[src/rtl/hicore_ifetch_mo.sv]
// Multi-outstanding instruction fetch: issues ICB reads ahead, tracks them in order,
// drops responses made stale by a redirect and delivers words/exceptions to decode.
module hicore_ifetch_mo #(
    parameter int                      PC_W     = 32,
    parameter int                      DATA_W   = 32,
    parameter int                      MAX_OS   = 4,
    parameter int                      LOG_OS   = 2,
    parameter int                      OUT_DP   = 2,
    parameter logic [PC_W-1:0]         RESET_PC = 32'h8000_0000,
    parameter int                      REG_HI   = 31,
    parameter int                      REG_LO   = 16,
    parameter logic [REG_HI-REG_LO:0]  REG_BASE = 16'h8000
) (
    input  logic              clk,
    input  logic              rst,
    output logic              req_valid,
    input  logic              req_ready,
    output logic [PC_W-1:0]   req_addr,
    input  logic              rsp_valid,
    output logic              rsp_ready,
    input  logic [DATA_W-1:0] rsp_rdata,
    input  logic              rsp_err,
    output logic              out_valid,
    input  logic              out_ready,
    output logic [PC_W-1:0]   out_pc,
    output logic [DATA_W-1:0] out_instr,
    output logic [2:0]        out_excp,
    input  logic              flush,
    input  logic [PC_W-1:0]   flush_pc,
    input  logic              branch,
    input  logic [PC_W-1:0]   branch_pc
);

    localparam int OPW = (OUT_DP > 1) ? $clog2(OUT_DP) : 1;
    localparam int OCW = $clog2(OUT_DP + 1);
    localparam logic [LOG_OS+1:0] OCC_LIM = (LOG_OS+2)'(MAX_OS);
    localparam logic [LOG_OS:0]   TRK_LIM = (LOG_OS+1)'(MAX_OS);
    localparam logic [OCW-1:0]    OUT_LIM = OCW'(OUT_DP);
    localparam logic [OPW-1:0]    OPTR_TOP = OPW'(OUT_DP - 1);

    // {bus_err, region_fault, misalign}; bus_err is only known once the response returns
    function automatic logic [2:0] fault_of(input logic [PC_W-1:0] a);
        fault_of = {1'b0, (a[REG_HI:REG_LO] != REG_BASE), |a[1:0]};
    endfunction

    function automatic logic [OPW-1:0] optr_next(input logic [OPW-1:0] p);
        optr_next = (p == OPTR_TOP) ? '0 : p + OPW'(1);
    endfunction

    logic [PC_W-1:0]   pc;
    logic              halt;
    logic [LOG_OS:0]   kill_cnt;
    logic [LOG_OS:0]   trk_cnt;
    logic [LOG_OS:0]   bus_cnt;
    logic [LOG_OS-1:0] trk_wr;
    logic [LOG_OS-1:0] trk_rd;

    logic [PC_W-1:0]   trk_pc_p0   [MAX_OS];
    logic              trk_bus_p0  [MAX_OS];
    logic [2:0]        trk_excp_p0 [MAX_OS];

    logic [PC_W-1:0]   out_pc_p1    [OUT_DP];
    logic [DATA_W-1:0] out_instr_p1 [OUT_DP];
    logic [2:0]        out_excp_p1  [OUT_DP];
    logic [OPW-1:0]    out_wr;
    logic [OPW-1:0]    out_rd;
    logic [OCW-1:0]    out_cnt;
    logic              vld_p1;

    logic              redirect;
    logic [PC_W-1:0]   target;
    logic [2:0]        pc_excp;
    logic              fault;
    logic [LOG_OS+1:0] occ;
    logic              slot;
    logic              cmd_hs;
    logic              fault_push;
    logic              trk_push;
    logic              head_vld;
    logic              head_bus;
    logic              killing;
    logic              out_pop;
    logic              out_space;
    logic              rsp_hs;
    logic              rsp_drop;
    logic              head_pop;
    logic [PC_W-1:0]   wr_pc;
    logic [DATA_W-1:0] wr_instr;
    logic [2:0]        wr_excp;

    assign redirect = flush | branch;
    assign target   = flush ? flush_pc : branch_pc;
    assign pc_excp  = fault_of(pc);
    assign fault    = |pc_excp;

    // Killed responses still occupy bus slots, so they count against the budget.
    assign occ  = {1'b0, trk_cnt} + {1'b0, kill_cnt};
    assign slot = (occ < OCC_LIM);

    assign req_valid  = ~redirect & ~halt & ~fault & slot & ~rst;
    assign req_addr   = pc;
    assign cmd_hs     = req_valid & req_ready;
    assign fault_push = ~redirect & ~halt & fault & (trk_cnt < TRK_LIM) & ~rst;
    assign trk_push   = cmd_hs | fault_push;

    assign head_vld  = (trk_cnt != '0);
    assign head_bus  = trk_bus_p0[trk_rd];
    assign killing   = (kill_cnt != '0);
    assign out_pop   = vld_p1 & out_ready;
    assign out_space = (out_cnt != OUT_LIM) | out_pop;

    assign rsp_ready = ~rst & (killing | redirect | (head_vld & head_bus & out_space));
    assign rsp_hs    = rsp_valid & rsp_ready;
    assign rsp_drop  = rsp_hs & killing;

    // Exception entries leave the head without waiting for the bus.
    assign head_pop = ~redirect & head_vld & out_space &
                      (head_bus ? (rsp_hs & ~killing) : 1'b1);

    assign wr_pc    = trk_pc_p0[trk_rd];
    assign wr_instr = head_bus ? rsp_rdata : '0;
    assign wr_excp  = head_bus ? {rsp_err, 2'b00} : trk_excp_p0[trk_rd];

    // ---- stage p0: tracking FIFO storage (issued fetches / pending exceptions)
    always_ff @(posedge clk) begin
        if (trk_push) begin
            trk_pc_p0[trk_wr]   <= pc;
            trk_bus_p0[trk_wr]  <= cmd_hs;
            trk_excp_p0[trk_wr] <= cmd_hs ? 3'b000 : pc_excp;
        end
    end

    // ---- stage p1: decoder-side output FIFO storage
    always_ff @(posedge clk) begin
        if (head_pop) begin
            out_pc_p1[out_wr]    <= wr_pc;
            out_instr_p1[out_wr] <= wr_instr;
            out_excp_p1[out_wr]  <= wr_excp;
        end
    end

    always_ff @(posedge clk or posedge rst) begin
        if (rst) begin
            pc       <= RESET_PC;
            halt     <= 1'b0;
            kill_cnt <= '0;
            trk_cnt  <= '0;
            bus_cnt  <= '0;
            trk_wr   <= '0;
            trk_rd   <= '0;
            out_wr   <= '0;
            out_rd   <= '0;
            out_cnt  <= '0;
        end else if (redirect) begin
            pc       <= target;
            halt     <= 1'b0;
            kill_cnt <= kill_cnt + bus_cnt - (LOG_OS+1)'(rsp_hs);
            trk_cnt  <= '0;
            bus_cnt  <= '0;
            trk_wr   <= '0;
            trk_rd   <= '0;
            out_wr   <= '0;
            out_rd   <= '0;
            out_cnt  <= '0;
        end else begin
            if (cmd_hs)
                pc <= pc + PC_W'(4);
            if (fault_push)
                halt <= 1'b1;
            if (rsp_drop)
                kill_cnt <= kill_cnt - (LOG_OS+1)'(1);
            if (trk_push)
                trk_wr <= trk_wr + LOG_OS'(1);
            if (head_pop)
                trk_rd <= trk_rd + LOG_OS'(1);
            trk_cnt <= trk_cnt + (LOG_OS+1)'(trk_push) - (LOG_OS+1)'(head_pop);
            bus_cnt <= bus_cnt + (LOG_OS+1)'(cmd_hs) - (LOG_OS+1)'(head_pop & head_bus);
            if (head_pop)
                out_wr <= optr_next(out_wr);
            if (out_pop)
                out_rd <= optr_next(out_rd);
            out_cnt <= out_cnt + OCW'(head_pop) - OCW'(out_pop);
        end
    end

    assign vld_p1    = (out_cnt != '0);
    assign out_valid = vld_p1;
    assign out_pc    = vld_p1 ? out_pc_p1[out_rd]    : '0;
    assign out_instr = vld_p1 ? out_instr_p1[out_rd] : '0;
    assign out_excp  = vld_p1 ? out_excp_p1[out_rd]  : '0;

endmodule

[config.mk]
export PLATFORM = sky130hd
export DESIGN_NAME = hicore_ifetch_mo
export DESIGN_NICKNAME = d
export VERILOG_FILES = /design/src/rtl/hicore_ifetch_mo.sv
export SDC_FILE = /design/constraint.sdc
export NUM_CORES = 1
export LEC_CHECK = 0
export BUFFER_PORTS_ARGS = -buffer_cell sky130_fd_sc_hd__buf_2
export CELL_PAD_IN_SITES_DETAIL_PLACEMENT = 1
export CELL_PAD_IN_SITES_GLOBAL_PLACEMENT = 2
export CORE_MARGIN = 2
export CORE_UTILIZATION = 37
export DETAILED_ROUTE_END_ITERATION = 7
export PLACE_DENSITY = 0.79
export RECOVER_POWER = 50
export SYNTH_ARGS = -nofsm -noshare
export SYNTH_HDL_FRONTEND = slang
export SYNTH_SLANG_ARGS = --single-unit
[constraint.sdc]
create_clock -name clk -period 4.73 [get_ports clk]
set_input_delay 0.473 -clock clk [delete_from_list [all_inputs] [get_ports clk]]
set_output_delay 0.473 -clock clk [all_outputs]
set_load 0.05 [all_outputs]
Word-level counts from Yosys, hierarchy flattened
Memory sizes are Yosys's and may differ from the RTL's.
Cells that the tools add are included.
{ "classes": {"addsub": 15, "order_cmp": 2, "n_eq_ne": 2, "mux": 31, "n_bitwise": 29, "reduce_logical": 11} }
{ "op_table": {"columns": ["operator", "n"], "rows": [
  ["two-way mux 32 bit", 6],
  ["adder 32 x 3 -> 32 bit (second input constant)", 1],
  ["AND 1 bit", 19],
  ["two-way mux 3 bit", 6],
  ["inequality test 16 bit (second input constant)", 1],
  ["nonzero test 2 bit", 7],
  ["two-way mux 1 bit", 13],
  ["two-way mux 2 bit", 6],
  ["subtractor 3 x 1 -> 3 bit", 3],
  ["adder 3 x 1 -> 3 bit", 2],
  ["nonzero test 3 bit", 2],
  ["NOT 1 bit", 5],
  ["OR 1 bit", 5],
  ["adder 2 x 1 -> 2 bit (second input constant)", 2],
  ["adder 3 x 3 -> 4 bit", 1],
  ["< comparator 4 x 3 -> 1 bit (second input constant)", 1],
  ["adder 3 bit", 1],
  ["< comparator 3 bit (second input constant)", 1],
  ["OR reduction 3 bit", 1],
  ["subtractor 3 x 1 -> 3 bit (second input constant)", 1],
  ["adder 1 bit (second input constant)", 2],
  ["adder 2 x 1 -> 2 bit", 1],
  ["inequality test 2 bit (second input constant)", 1],
  ["OR reduction 2 bit", 1],
  ["subtractor 2 x 1 -> 2 bit", 1]
]} }
{ "word_totals": {"register_bits": 50, "ram_bits": 274, "input_bits": 104, "out_inout_bits": 102, "word_cells": 106, "memories": 6} }
{ "memory_table": {"columns": ["name", "words", "width", "rd", "rd_ports_with_merged_regs", "write_ports", "line", "source"], "rows": [
  ["trk_pc_p0", 4, 32, 1, 0, 1, "58", "logic [PC_W-1:0] trk_pc_p0 [MAX_OS];"],
  ["out_instr_p1", 2, 32, 1, 0, 1, "63", "logic [DATA_W-1:0] out_instr_p1 [OUT_DP];"],
  ["out_pc_p1", 2, 32, 1, 0, 1, "62", "logic [PC_W-1:0] out_pc_p1 [OUT_DP];"],
  ["trk_excp_p0", 4, 2, 1, 0, 1, "60", "logic [2:0] trk_excp_p0 [MAX_OS];"],
  ["out_excp_p1", 2, 3, 1, 0, 1, "64", "logic [2:0] out_excp_p1 [OUT_DP];"],
  ["trk_bus_p0", 4, 1, 1, 0, 1, "59", "logic trk_bus_p0 [MAX_OS];"]
]} }

Longest topological paths before layout
{ "logic_depth": {"word_depth": 13, "ltp_mapped": 15, "depth_no_buf": 15} }

Worst setup path after synthesis
No wires, ideal clock.
{ "synth_path": {"kind": "input to register", "startpoint": "input port flush", "endpoint": "memory out_excp_p1[0][0] (enable)", "setup_time_ns": 0.493, "arrival_time_ns": 4.095, "required_ns": 4.237, "slack_ns": 0.142, "cell_stages": 4, "n_path_buf": 1, "path_cell_list": "clkbuf_1 nor2_1 nand3_1 nor2_1"} }
{ "synth_between": {"elab_chain_cells": 10, "elab_cells_between_ends": 13, "cone_classes": "3 x mux; 10 x bitwise"} }
{ "synth_rtl": {"columns": ["element", "line", "source"], "rows": [
  ["start, declared", "28", "input logic flush,"],
  ["OR 1 bit *", "91", "assign redirect = flush | branch;"],
  ["OR 1 bit (2 in series)", "112", "assign rsp_ready = ~rst & (killing | redirect | (head_vld & head_bus & out_space));"],
  ["AND 1 bit", "112", null],
  ["AND 1 bit", "113", "assign rsp_hs = rsp_valid & rsp_ready;"],
  ["AND 1 bit", "118", "(head_bus ? (rsp_hs & ~killing) : 1'b1);"],
  ["two-way mux 1 bit", "118", null],
  ["AND 1 bit *", "117", "assign head_pop = ~redirect & head_vld & out_space &"],
  ["two-way mux 1 bit *", "135", "if (head_pop) begin"],
  ["two-way mux 1 bit (implied by the code) *", "138", "out_excp_p1[out_wr] <= wr_excp;"],
  ["end, declared", "64", null]
]} }
Mark *: on every way between the ends. The rest lies on a longest branch, timed or not.

Worst setup path after layout
{ "layout_path": {"startpoint": "register pc[31], in the netlist req_addr[31]", "endpoint": "register trk_cnt[2]"} }
{ "layout_between": {"elab_chain_cells": 11, "elab_cells_between_ends": 14, "cone_classes": "2 x add/sub; 1 x eq/ne; 1 x mux; 9 x bitwise; 1 x reduce/logical"} }
{ "layout_rtl": {"columns": ["element", "line", "source"], "rows": [
  ["start, declared", "50", "logic [PC_W-1:0] pc;"],
  ["start signal, assigned", "155", "pc <= target;"],
  ["start signal, assigned", "167", "pc <= pc + PC_W'(4);"],
  ["inequality test 16 bit", "43", "fault_of = {1'b0, (a[REG_HI:REG_LO] != REG_BASE), |a[1:0]};"],
  ["OR reduction 3 bit", "94", "assign fault = |pc_excp;"],
  ["NOT 1 bit", "100", "assign req_valid = ~redirect & ~halt & ~fault & slot & ~rst;"],
  ["AND 1 bit (3 in series)", "100", null],
  ["AND 1 bit", "102", "assign cmd_hs = req_valid & req_ready;"],
  ["named net cmd_hs", "76", "logic cmd_hs;"],
  ["OR 1 bit", "104", "assign trk_push = cmd_hs | fault_push;"],
  ["adder 3 x 1 -> 3 bit", "176", "trk_cnt <= trk_cnt + (LOG_OS+1)'(trk_push) - (LOG_OS+1)'(head_pop);"],
  ["subtractor 3 x 1 -> 3 bit", "176", null],
  ["two-way mux 3 bit", "154", "end else if (redirect) begin"],
  ["end signal, assigned", "176", null],
  ["end, declared", "53", "logic [LOG_OS:0] trk_cnt;"]
]} }
The timed path passes the listed nets, and every way through them passes these cells.
A chain may end at the register's enable or synchronous reset.

==> flow_summary_export.csv <==
group,metric,value,unit
run_status,run_status,"finished, violations left",
run_status,failed_checks,"max-capacitance violations, max-slew violations",
critical_path,worst-endpoint-required,5120,ps
finish,post_route_cells_drive_above_1_share,26.0,%
timing,fmax,244,MHz
pwr,design_power_total,6210,uW
synthesis,postSynthCellCount,826,
clock_tree,clock_network_latency_to_the_later_pin_of_the_worst_skew_pair,530,ps
timing,hold_violations,0,
clock_tree,clock_sinks,324,
pwr,combPwrFrac,7.3,%
clock_tree,numCtsBuffers,35,
synthesis,synth_largest_type_area_fraction,62.1,%
route,ant_nets,0,
critical_path,r2r_setup_slack,640,ps
synthesis,synth_compound_area_share,3.06,%
global_route,gr-max-usage-layer,"met2",
route,avgRoutedWirePerCell,21.1,microns
finish,fill_cells,3633,
global_route,grt_util_met3,2.48,%
timing,period_needed,4090,ps
route,post-route-drc-count,0,
critical_path,worst_r2r_path_depth,14,
pwr,worst_ir_drop_on_vdd,0.194,mV
finish,n_antenna_cell,0,
pwr,p_int,4730,uW
synthesis,mappedNetlistNets,951,
global_route,grt_pass1_wl,48500,microns
min_path,worst_hold_path.endpoint,"req_addr[20]",
critical_path,cp-start-kind,"register",
synthesis,yosys_register_bits,324,
clock_tree,cts_max_path_buffers,3,
timing,whs,160,ps
die,ios,206,
finish,multi_input_combinational_cell_area,0.00350,sq mm
synthesis,synth.cells.most_frequent,"edfxtp_1, nor2_1, mux2i_1, dfrtp_1, and2_1",
global_route,number_of_global_route_vias_before_repair,8118,
synthesis,synth-simple-area-share,7.69,%
min_path,timing.hold.worst_path_depth,3,
pwr,power.static_leakage,0.00565,uW
global_route,global_route.usage.met2,30.1,%
pwr,switching_power,1490,uW
placed_design,globalplace.congestion,0.759,
clock_tree,htree_levels,2,
critical_path,rr_endpoint,"trk_cnt[2]",
global_route,groute.layer.met1.usage,23.1,%
route,routed_wirelength,32300,microns
timing,slew_hr,-112,%
synthesis,synth-xor-area-share,1.46,%
synthesis,synth-seq-area-share,71.6,%
synthesis,synth_flop_cell,"edfxtp_1",
die,fp.dieArea,0.0373,sq mm
global_route,grt_util_all_layers,17.5,%
synthesis,count_of_warnings_emitted_by_yosys,0,
die,floorplan.initialDensity,37.4,%
critical_path,setup.worst_path.class,"register to register",
synthesis,synth.area.mux_share,11.9,%
finish,fin_nets,1169,
synthesis,synth_most_common_cell,"edfxtp_1",
pwr,sw_share,23.9,%
critical_path,critPathArrivalTime,4480,ps
route,drt-initial-drc-count,433,
die,die_width,193,microns
route,via_count,7704,
placed_design,number_of_port_buffers,205,
timing,post-route-period-util,86.5,%
min_path,worstHoldPathType,"input pin to register",
die,core,0.0354,sq mm
clock_tree,cts_root_buffer,"clkbuf_16",
clock_tree,worst_setup_hold_path_clk_slew,60,ps
pwr,power.sequential.fraction,52.3,%
synthesis,synth-adder-area-share,2.15,%
synthesis,yosysUniqueCellTypes,42,
synthesis,synth_area,0.0132,sq mm
clock_tree,ctsResizeCount,0,
timing,final-max-slew-violation-count,163,
timing,setup_repair_after_global_routing_missed_its_margin,"no",
clock_tree,cts_tree,"built",
synthesis,synth_top_family_by_area,"multiplexers",
global_route,grt_antenna_before_repair,0,
finish,regArea,0.00949,sq mm
synthesis,synth_enable_flop_cells,274,
route,drt-vias-per-instance,5.03,
timing,finClkSkew,27.8,ps
die,num_rows,69,
job,maxCapViolCount,4,
synthesis,syn_avg_cell_area,16.0,sq um
clock_tree,ctsHoldBuffers,0,
critical_path,reg2reg_from,"req_addr[31]",
timing,setup_violations,0,
timing,setup_tns,0,ps
critical_path,critical_path.endpoint_type,"register",
global_route,grt.overflow.total,0,
pwr,clock_power_share,40.4,%
synthesis,netlist_top_cells_area,"edfxtp_1, dfrtp_1, mux2i_1",
min_path,hp-start,"flush_pc[20]",
pwr,power.density,393,mW/mm^2
finish,layout-area-overhead-vs-synth,19.5,%
synthesis,yosys.area.top_type,"edfxtp_1",
timing,worst_slew_pin_slew,3190,ps
route,first_pass_detailed_route_iteration_total,5,
placed_design,dp_hpwl,20700,microns
die,die_height,193,microns
clock_tree,post_cts_buffers,0,
critical_path,critPathMaxFanout,12,
global_route,largest_net_degree_at_the_start_of_global_routing,68,
synthesis,synth_async_sr_flop_share,15.4,%
metrics by stage:
stage / utilization (%) / worst slack (ps) / std cells / instance area (sq um)
final: 44.7 / 637 / 1531 / 15800
after global routing: 44.7 / 306 / 1531 / 15800
after CTS: 44.9 / 609 / 1531 / 15900
after detailed placement: 42.0 / 652 / 1468 / 14900
after global placement: 42.0 / 746 / 1468 / 14900
after floorplan: - / 142 / 826 / 13200
flip-flops by register name, summed over array words and instances (netlist names):
signal        flops
out_rd            1
out_pc_p1        64
trk_excp_p0       8
out_excp_p1       6
trk_cnt           3
out_wr            1
out_cnt           2
trk_wr            2
halt              1
trk_pc_p0       128
req_addr         32
kill_cnt          3
trk_bus_p0        4
bus_cnt           3
trk_rd            2
out_instr_p1     64
metal layers:
metal,vias to the layer above,routed length [microns]
li1,3524,-
met1,3956,13700
met2,179,16400
met3,45,1370
met4,0,716
met5,-,0
worst max path at each step:
stage / from / endpoint / slack (ps)
floorplan: flush / out_excp_p1[0][0] / 140
global placement: req_addr[20] / trk_cnt[2] / 750
detailed placement: req_addr[21] / trk_cnt[2] / 650
CTS: req_addr[21] / trk_cnt[2] / 610
global route: req_addr[31] / trk_cnt[2] / 310
finish: req_addr[31] / trk_cnt[2] / 640
critical path, stage by stage, from the launching register on:
cell	delay (ps)
dfstp_1	610
nor4b_1	330
nand4_1	400
or4_4	780
inv_2	270
a21o_1	270
inv_1	80
ha_1	280
inv_1	60
ha_1	130
inv_1	50
fa_1	370
xor2_1	170
xnor2_1	130
nor2_1	50
cell usage in the layout, fill, tap and decap left out, drive strengths merged, types with 2 or more instances in the layout:
master / netlist / final
nor2b: 11 / 11
or4: 2 / 2
nor2: 94 / 94
and2: 43 / 43
nand3: 12 / 12
a21oi: 18 / 18
clkbuf: 25 / 89
inv: 29 / 30
o21ai: 20 / 20
edfxtp: 274 / 274
dfrtp: 49 / 49
nand4: 4 / 4
fa: 3 / 3
a222oi: 8 / 8
nand2b: 3 / 3
nor4: 4 / 4
clkinvlp: 0 / 4
a22oi: 3 / 3
or2: 2 / 2
mux2i: 79 / 79
clkinv: 0 / 15
o22ai: 2 / 2
buf: 17 / 177
ha: 18 / 18
xor2: 7 / 7
xnor2: 15 / 15
nand2: 25 / 25
a211oi: 9 / 9
nor3: 6 / 6
mux4: 35 / 35
o31ai: 2 / 2
logic make-up after synthesis:
family	Yosys count
AOI/OAI and AO/OA	64
adders and majority gates	21
and+or+nand+nor	210
DFF	324
buffers and inverters	71
xor gates and xnor gates	22
muxes	114
cell type report:
class,count,area share [%]
Timing Repair Buffer,223,7.00
Multi-Input combinational cell,431,22.1
Inverter,29,0.688
Clock inverter,20,0.759
Tap cell,461,3.65
Sequential cell,324,60.0
Clock buffer,43,5.85
power groups by stage:
stage,Clock [uW],Sequential (uW),Combinational (uW)
floorplan,0,3380,210
global placement,0,3300,452
detailed placement,0,3310,464
CTS,2570,3250,471
global route,2670,3260,497
finish,2510,3250,453
Power figures use the tool's default switching activity.
